==> src/rtl/tx_pkg.sv <==
// Constants and state encoding shared by the neighbor-update framer and deframer.
package tx_pkg;

   localparam int          TX_WORD_WIDTH = 16;
   localparam logic [15:0] TX_HDR_MARKER = 16'hA5C3;
   localparam int          FRAME_WORDS   = 7;

   // Word positions inside a frame: header, five record fields, checksum.
   localparam logic [2:0] IDX_HDR     = 3'd0;
   localparam logic [2:0] IDX_SRC     = 3'd1;
   localparam logic [2:0] IDX_BATT    = 3'd2;
   localparam logic [2:0] IDX_VALUE   = 3'd3;
   localparam logic [2:0] IDX_CLUSTER = 3'd4;
   localparam logic [2:0] IDX_DEST    = 3'd5;
   localparam logic [2:0] IDX_CHK     = 3'd6;

   typedef enum logic {
      ST_IDLE = 1'b0,
      ST_SEND = 1'b1
   } tx_state_e;

endpackage

==> src/rtl/neighbor_frame_tx_stall_timer.sv <==
// Counts consecutive stalled cycles and flags the cycle in which the limit is hit.
module stall_timer #(
   parameter int TIMEOUT_CYCLES = 16
) (
   input  logic clock,
   input  logic nrst,
   input  logic clr,
   input  logic stall,
   output logic expired
);

   localparam int CW = (TIMEOUT_CYCLES > 0) ? $clog2(TIMEOUT_CYCLES + 1) : 1;
   localparam logic [CW-1:0] LIMIT    = CW'(TIMEOUT_CYCLES);
   localparam logic [CW-1:0] LIMIT_M1 = CW'((TIMEOUT_CYCLES > 0) ? TIMEOUT_CYCLES - 1 : 0);

   logic [CW-1:0] count_q;
   logic [CW-1:0] count_d;

   always_comb begin
      count_d = count_q;
      if (clr) begin
         count_d = '0;
      end else if (stall && (count_q != LIMIT)) begin
         count_d = count_q + 1'b1;
      end
   end

   always_ff @(posedge clock) begin
      if (nrst) begin
         count_q <= '0;
      end else begin
         count_q <= count_d;
      end
   end

   // A stall in this cycle would bring the count to the limit; a handshake instead clears it.
   assign expired = (TIMEOUT_CYCLES != 0) && stall && (count_q == LIMIT_M1);

endmodule

==> src/rtl/neighbor_frame_tx.sv <==
// Latches one local node record and streams it as a 7-word checksummed frame over valid/ready.
module neighbor_frame_tx
   import tx_pkg::*;
#(
   parameter int                    WORD_WIDTH     = TX_WORD_WIDTH,
   parameter logic [WORD_WIDTH-1:0] HDR_MARKER     = WORD_WIDTH'(TX_HDR_MARKER),
   parameter int                    TIMEOUT_CYCLES = 16
) (
   input  logic                  clock,
   input  logic                  nrst,
   input  logic                  en,
   input  logic [WORD_WIDTH-1:0] fsourceID,
   input  logic [WORD_WIDTH-1:0] fbatteryStat,
   input  logic [WORD_WIDTH-1:0] fValue,
   input  logic [WORD_WIDTH-1:0] fclusterID,
   input  logic [WORD_WIDTH-1:0] fdestinationID,
   input  logic                  tx_ready,
   output logic [WORD_WIDTH-1:0] tx_data,
   output logic                  tx_valid,
   output logic                  tx_last,
   output logic                  busy,
   output logic                  done_tx,
   output logic                  err_timeout
);

   tx_state_e             state_q,   state_d;
   logic [2:0]            idx_q,     idx_d;
   logic [WORD_WIDTH-1:0] src_q,     src_d;
   logic [WORD_WIDTH-1:0] batt_q,    batt_d;
   logic [WORD_WIDTH-1:0] value_q,   value_d;
   logic [WORD_WIDTH-1:0] cluster_q, cluster_d;
   logic [WORD_WIDTH-1:0] dest_q,    dest_d;
   logic [WORD_WIDTH-1:0] chk_q,     chk_d;
   logic                  done_q,    done_d;
   logic                  err_q,     err_d;

   logic                  frame_start;
   logic                  handshake;
   logic                  stall;
   logic                  expired;
   logic [WORD_WIDTH-1:0] word;

   assign tx_valid    = (state_q == ST_SEND);
   assign busy        = tx_valid;
   assign handshake   = tx_valid & tx_ready;
   assign stall       = tx_valid & ~tx_ready;
   assign frame_start = (state_q == ST_IDLE) & en;

   stall_timer #(
      .TIMEOUT_CYCLES(TIMEOUT_CYCLES)
   ) u_stall_timer (
      .clock  (clock),
      .nrst   (nrst),
      .clr    (handshake | frame_start),
      .stall  (stall),
      .expired(expired)
   );

   always_comb begin
      state_d   = state_q;
      idx_d     = idx_q;
      src_d     = src_q;
      batt_d    = batt_q;
      value_d   = value_q;
      cluster_d = cluster_q;
      dest_d    = dest_q;
      chk_d     = chk_q;
      done_d    = 1'b0;
      err_d     = 1'b0;
      case (state_q)
         ST_IDLE: begin
            if (en) begin
               state_d   = ST_SEND;
               idx_d     = IDX_HDR;
               src_d     = fsourceID;
               batt_d    = fbatteryStat;
               value_d   = fValue;
               cluster_d = fclusterID;
               dest_d    = fdestinationID;
               chk_d     = HDR_MARKER ^ fsourceID ^ fbatteryStat ^ fValue
                           ^ fclusterID ^ fdestinationID;
            end
         end
         ST_SEND: begin
            // A handshake takes priority over an expiring stall in the same cycle.
            if (tx_ready) begin
               if (idx_q == IDX_CHK) begin
                  state_d = ST_IDLE;
                  idx_d   = IDX_HDR;
                  done_d  = 1'b1;
               end else begin
                  idx_d = idx_q + 3'd1;
               end
            end else if (expired) begin
               state_d = ST_IDLE;
               idx_d   = IDX_HDR;
               err_d   = 1'b1;
            end
         end
         default: state_d = ST_IDLE;
      endcase
   end

   always_ff @(posedge clock) begin
      if (nrst) begin
         state_q   <= ST_IDLE;
         idx_q     <= '0;
         src_q     <= '0;
         batt_q    <= '0;
         value_q   <= '0;
         cluster_q <= '0;
         dest_q    <= '0;
         chk_q     <= '0;
         done_q    <= 1'b0;
         err_q     <= 1'b0;
      end else begin
         state_q   <= state_d;
         idx_q     <= idx_d;
         src_q     <= src_d;
         batt_q    <= batt_d;
         value_q   <= value_d;
         cluster_q <= cluster_d;
         dest_q    <= dest_d;
         chk_q     <= chk_d;
         done_q    <= done_d;
         err_q     <= err_d;
      end
   end

   always_comb begin
      word = '0;
      case (idx_q)
         IDX_HDR:     word = HDR_MARKER;
         IDX_SRC:     word = src_q;
         IDX_BATT:    word = batt_q;
         IDX_VALUE:   word = value_q;
         IDX_CLUSTER: word = cluster_q;
         IDX_DEST:    word = dest_q;
         IDX_CHK:     word = chk_q;
         default:     word = '0;
      endcase
   end

   // Data and last are forced low outside a frame so the idle bus reads as zero.
   assign tx_data     = tx_valid ? word : '0;
   assign tx_last     = tx_valid && (idx_q == IDX_CHK);
   assign done_tx     = done_q;
   assign err_timeout = err_q;

endmodule

==> config.mk <==
export PLATFORM = sky130hd
export DESIGN_NAME = neighbor_frame_tx
export DESIGN_NICKNAME = d
export VERILOG_FILES = /design/src/rtl/tx_pkg.sv /design/src/rtl/neighbor_frame_tx_stall_timer.sv /design/src/rtl/neighbor_frame_tx.sv
export SDC_FILE = /design/constraint.sdc
export NUM_CORES = 1
export LEC_CHECK = 0
export BUFFER_PORTS_ARGS = -buffer_cell sky130_fd_sc_hd__buf_4
export CORE_ASPECT_RATIO = 2
export CORE_MARGIN = 1
export CORE_UTILIZATION = 25
export CTS_CLUSTER_SIZE = 16
export DETAILED_ROUTE_END_ITERATION = 12
export GPL_TIMING_DRIVEN = 0
export PLACE_DENSITY = 0.53
export SLEW_MARGIN = 15
export SYNTH_ARGS = -nofsm -noshare
export SYNTH_HDL_FRONTEND = slang
export SYNTH_SLANG_ARGS = --single-unit
==> constraint.sdc <==
create_clock -name clock -period 2.04 [get_ports clock]
set_clock_uncertainty 0.15 [all_clocks]
set_input_delay 0.408 -clock clock [delete_from_list [all_inputs] [get_ports clock]]
set_output_delay 0.408 -clock clock [all_outputs]
set_load 0.01 [all_outputs]
==> results of run 1 <==
-- critical path, delay by kind of cell, from the launching register on --
family	cells	cell delay [ns]
AOI/OAI and AO/OA	2	0.53
adders and majority gates	1	0.18
buffers and inverters	4	0.50
DFF	1	0.38
and+or+nand+nor	1	0.06
-- cell usage after synthesis, types with 3 or more instances --
cell type	number	area [um2]
buf_2	27	135.1
a22oi_1	12	90.09
nand3_1	3	15.01
dfxtp_1	107	2142
nor2_1	19	71.32
nand2_1	187	701.9
xnor2_1	41	359.1
a21oi_1	104	520.5
or2_0	4	25.02
ha_1	4	50.05
a22o_1	5	43.79
nor2b_1	9	56.30
a222oi_1	12	120.1
clkbuf_1	17	63.81
xnor3_1	8	180.2
a211oi_1	8	60.06
o21ai_0	5	25.02
xor2_1	10	87.58
mux2_2	13	146.4
inv_1	5	18.77
buf_4	3	22.52
mux2_4	7	105.1
and2_1	3	18.77
nand2b_1	9	56.30
-- sequential cells by signal, indices dropped and copies added (netlist names) --
name / cells
value_q: 16
cluster_q: 16
dest_q: 16
done_tx: 1
busy: 1
chk_q: 16
err_timeout: 1
idx_q: 3
u_stall_timer.count_q: 5
src_q: 16
batt_q: 16
-- repair_timing --
item                                   CTS  global route
setup endpoints to repair               17            18
endpoints found under the hold margin    0             0
pin swaps                                9            11
setup buffers                           10             1
gates resized for setup                 34            22
cloned                                   1             0
-- per-layer routing --
layer  GRT usage [%]  vias up
li1                -     2411
met1           18.87     2376
met2           36.17      215
met3           3.046       69
met4           14.33        0
met5               0        -
-- power groups by stage --
stage          Clock, mW  Combinational [mW]  Sequential (mW)
2_1_floorplan          0               0.554             2.33
3_3_place_gp           0               0.964             2.34
3_5_place_dp           0               0.973             2.35
4_1_cts             1.83               0.999             2.30
5_1_grt             1.92                1.09             2.32
6_report            1.82                1.01             2.30
-- per-stage QoR --
stage	total power [mW]	utilization (%)	cell area, um2
finish	5.132	34.20	7029
global route	5.326	34.20	7029
CTS	5.130	33.81	6950
detailed placement	3.321	31.31	6436
global placement	3.308	31.31	6436
floorplan	2.880	-	5323
-- worst min-delay path by stage --
stage	start	end	slack [ns]	cells past startpoint
global placement	chk_q[5]$_SDFFE_PP0P_	chk_q[5]$_SDFFE_PP0P_	0.29	2
detailed placement	chk_q[3]$_SDFFE_PP0P_	chk_q[3]$_SDFFE_PP0P_	0.29	2
global route	fdestinationID[0]	dest_q[0]$_SDFFE_PP0P_	0.16	3
floorplan	chk_q[5]$_SDFFE_PP0P_	chk_q[5]$_SDFFE_PP0P_	0.28	2
finish	fbatteryStat[11]	batt_q[11]$_SDFFE_PP0P_	0.16	3
CTS	fbatteryStat[15]	batt_q[15]$_SDFFE_PP0P_	0.15	3
-- layout make-up --
class,count,area [um2],area share [%]
clock buffers,10,239.0,3.400
flip-flops and latches,107,2151,30.60
plain buffers,47,304.0,4.325
clock inverters,6,65.06,0.9256
multi-input cells,480,3000,42.68
inverters,6,25.02,0.3560
repair buffers,116,912.1,12.98
well taps,266,332.8,4.735
-- kinds of logic (layout without fill, tap and decap cells) --
kind of cell / after synthesis / count (layout) / share of synthesized area (%)
AOI/OAI and AO/OA: 151 / 151 / 16.98
xor gates and xnor gates: 59 / 59 / 11.88
adders and majority gates: 4 / 4 / 0.9486
buffers and inverters: 55 / 185 / 5.051
DFF: 107 / 107 / 40.60
muxes: 24 / 24 / 5.573
and+or+nand+nor: 242 / 242 / 18.97
==> flow_summary.ini, run 1 <==
[logic_synthesis]
ys_ff_latch = 107
ys_seq_area_share_pct = 40.60
yosysUniqueCellTypes = 40
syn_area_per_cell_um2 = 8.219
synth_nets = 730
synth_area_um2 = 5276
yosysWarnings = 0
async_flop_share_pct = 0
synth_edf_count = 0
synthCells = 642
synthFlopType = dfxtp_1

[detailed_routing]
drtPass1Iterations = 6
viasPerCell = 4.885
antenna_left = 0
wl_met3_um = 1086
drt_iter0_drc = 287
drc = 0
met2_length_um = 10980
met1_length_um = 7112
wl_um = 20660
avgRoutedWirePerCell_um = 19.91
top_layer_used = met4
dr_total_vias = 5071

[timing]
rsz0062_at_grt = yes
tns_ns = -7.829
fin_ws_ns = -0.5367
relSlewSlack_pct = 42.46
drv_slew = 0
whs_ns = 0.1558
timing.fmax_mhz = 388.1
worst_slew_pin_slew_ns = 0.8631
hold_viol = 0
setup_viol = 16
fin_crit_sh_pct = 126.3
fin_crit_ns = 2.577

[clock_tree]
clock_latency_ns = 0.36
tritoncts = built
clock_path_buffers = 2
cts_buffers = 9
hold_buffers = 0
cts-root-buf = clkbuf_16
htree_levels = 3
clk_pin_slew_ns = 0.07
clkSinkCount = 107

[floorplan]
core_um2 = 20550
die_w_um = 104.7
fp-row-count = 74
die_area_um2 = 21730
initial_utilization_pct = 25.67
die_y_um = 207.5
pin_count = 105

[critical_path]
cp-end-kind = output port
reg2reg_slack_ns = 0.21
crit_chain = buf_8 -> nand2_4 -> inv_2 -> ha_4 -> clkbuf_16 -> a222oi_1 -> a21oi_2 -> buf_4
path_class = register to output port
cp_max_fo = 6
rr_worst_depth = 6
reg2reg_from = busy$_SDFF_PP0_
worst_setup_path_start_kind = register
endpoint = tx_data[14]
worstPathRequired_ns = 1.48
critPathMaxStageDelay_ns = 0.38
crit_start = idx_q[1]$_SDFFE_PP0P_
worstPathArrival_ns = 2.02
r2r-end = batt_q[9]$_SDFFE_PP0P_
worst_path_max_delay_cell = dfxtp_4

[global_route]
grt_pass1_wl_um = 30710
grt-ovfl-total = 0
grt_pass1_vias = 5225
grt_max_degree = 18
grt_antenna_before_repair = 0
track_usage_pct = 19.38

[layout]
finalNonFillerCells = 1038
layout-drive-gt1-share_pct = 27.46
mostFrequentLayoutCell = nand2_1
nets = 855
most-common-layout-cells = nand2_1, buf_4, dfxtp_1
antenna_cells = 0
syn_to_final_growth_pct = 33.22
nFillCells = 2225

[pwr]
p_clk_share_pct = 35.4
max-vdd-ir-drop_v = 0.0005074
swShare_pct = 28.66
cellPowerDensity_nw_per_um2 = 730.0
power.internal_mw = 3.661
switchingPower_mw = 1.471
p_leak_nw = 2.779
combinationalPowerShare_pct = 19.7
pwr-share-seq_pct = 44.8

[min_path]
hold_path.class = input pin to register

[place]
place_ws_ns = -0.7773
place.gp.congestion = 0.8415
numPortBuffers = 104
hpwl_um = 15140
dp.cells = 1012

[flow_run]
maxCapViolCount = 0

[run_status]
violations = setup timing
outcome = finished with violations
(Power assumes the default switching activity.)
==> run 2, diff against run 1 <==
--- a/constraint.sdc
+++ b/constraint.sdc
@@ -3,3 +3,3 @@
 set_input_delay 0.408 -clock clock [delete_from_list [all_inputs] [get_ports clock]]
 set_output_delay 0.408 -clock clock [all_outputs]
-set_load 0.01 [all_outputs]
+set_load 0.02 [all_outputs]
==> flow_summary.ini, run 2 (synthesis gave the netlist of run 1 again) <==
[run_status]
outcome = finished with violations
violations = setup timing

[pwr]
cellPowerDensity_nw_per_um2 = 708.1
p_leak_nw = 2.838
max-vdd-ir-drop_v = 0.0003778

[clock_tree]
tritoncts = built
clk_pin_slew_ns = 0.08
htree_levels = 3
clkSinkCount = 107
cts-root-buf = clkbuf_16
clock_path_buffers = 2
cts_buffers = 9
clock_latency_ns = 0.36
hold_buffers = 0

[floorplan]
die_y_um = 207.5
pin_count = 105
core_um2 = 20550
die_area_um2 = 21730
fp-row-count = 74
initial_utilization_pct = 25.67
die_w_um = 104.7

[critical_path]
worstPathArrival_ns = 2.04
cp-end-kind = output port
worst_setup_path_start_kind = register
worstPathRequired_ns = 1.48
cp_max_fo = 5
path_class = register to output port

[timing]
tns_ns = -7.390
rsz0062_at_grt = yes
whs_ns = 0.1489
setup_viol = 17
hold_viol = 0
relSlewSlack_pct = 43.70
fin_crit_sh_pct = 127.4
fin_crit_ns = 2.598
drv_slew = 0
worst_slew_pin_slew_ns = 0.8445
timing.fmax_mhz = 384.9
fin_ws_ns = -0.5584

[layout]
syn_to_final_growth_pct = 36.35
mostFrequentLayoutCell = nand2_1
most-common-layout-cells = nand2_1, buf_4, dfxtp_1
layout-drive-gt1-share_pct = 28.63
nets = 862
final_util_pct = 35.00
antenna_cells = 0
fin_area_um2 = 7194

[detailed_routing]
viasPerCell = 4.849
wl_um = 20630
dr_total_vias = 5067
drt_iter0_drc = 247
antenna_left = 0
avgRoutedWirePerCell_um = 19.74
drtPass1Iterations = 8
drc = 0

[global_route]
track_usage_pct = 19.26
grt_pass1_wl_um = 30390
grt_antenna_before_repair = 0
grt-ovfl-total = 0
grt_pass1_vias = 5297
grt_max_degree = 19

[min_path]
hold_path.class = input pin to register

[place]
numPortBuffers = 104
hpwl_um = 15240
dpl_cell_area_um2 = 6490
place.gp.congestion = 0.8325

[flow_run]
maxCapViolCount = 0
## run 2: changes by cell type in the layout (fill, tap and decap cells not counted), sizes merged
cell,change
clkbuf,-1
buf,+8
bufinv,-1
inv,+2
clkinvlp,-4
clkinv,+3
## run 2: path summary, 6_finish.rpt
| path | start | end | slack, ns | cells past startpoint |
|---|---|---|---|---|
| max | idx_q[1]$_SDFFE_PP0P_ | tx_data[11] | -0.56 | 8 |
| min | fclusterID[14] | cluster_q[14]$_SDFFE_PP0P_ | 0.15 | 3 |
| max reg2reg | u_stall_timer.count_q[0]$_SDFFE_PP0P_ | idx_q[2]$_SDFFE_PP0P_ | 0.24 | 7 |
| min reg2reg | chk_q[3]$_SDFFE_PP0P_ | chk_q[3]$_SDFFE_PP0P_ | 0.30 | 2 |
## run 2: layout make-up
class / count / area (um2)
multi-input combinational: 480 / 3014
timing repair buffer: 123 / 1062
sequential: 107 / 2152
clock buffer: 10 / 239.0
fill: 2223 / 13360
clock inverter: 6 / 48.80
inverter: 6 / 30.03
buffer: 47 / 315.3
tap: 266 / 332.8
## run 2: what timing repair did
action,in CTS,in global routing
gates cloned,2,0
setup buffers,13,4
pin swaps,15,16
resized for setup,51,18
setup endpoints to repair,17,18
## run 2: where the power goes
group | internal (mW) | switching [mW] | leakage (nW)
Clock | 0.877 | 0.852 | 0.143
Sequential | 2.22 | 0.0800 | 0.881
Combinational | 0.484 | 0.577 | 1.81
## run 2: stage by stage
| step | setup WS [ns] | cells | total power [mW] |
|---|---|---|---|
| after global routing | -0.5830 | 1045 | 5.298 |
| after global placement | -0.7172 | 1012 | 3.335 |
| after floorplan | -0.09402 | 642 | 2.907 |
| after detailed placement | -0.7146 | 1012 | 3.347 |
| final | -0.5584 | 1045 | 5.094 |
| after CTS | -0.6205 | 1042 | 5.113 |
## run 2: per-layer routing
layer	track usage [%]	vias to the layer above	wire length, um
met2	35.99	198	11020
met3	2.575	78	940
met5	0	-	0
met4	14.23	0	1486
met1	18.98	2370	7181
li1	-	2421	-
## run 2: critical path, cell delays in order, from the launching register on
cell and delay (ns):
dfxtp_4 0.38, buf_12 0.14, nand2_8 0.05, inv_4 0.03
ha_4 0.19, clkbuf_16 0.17, a222oi_1 0.43, a21oi_2 0.12
buf_4 0.18
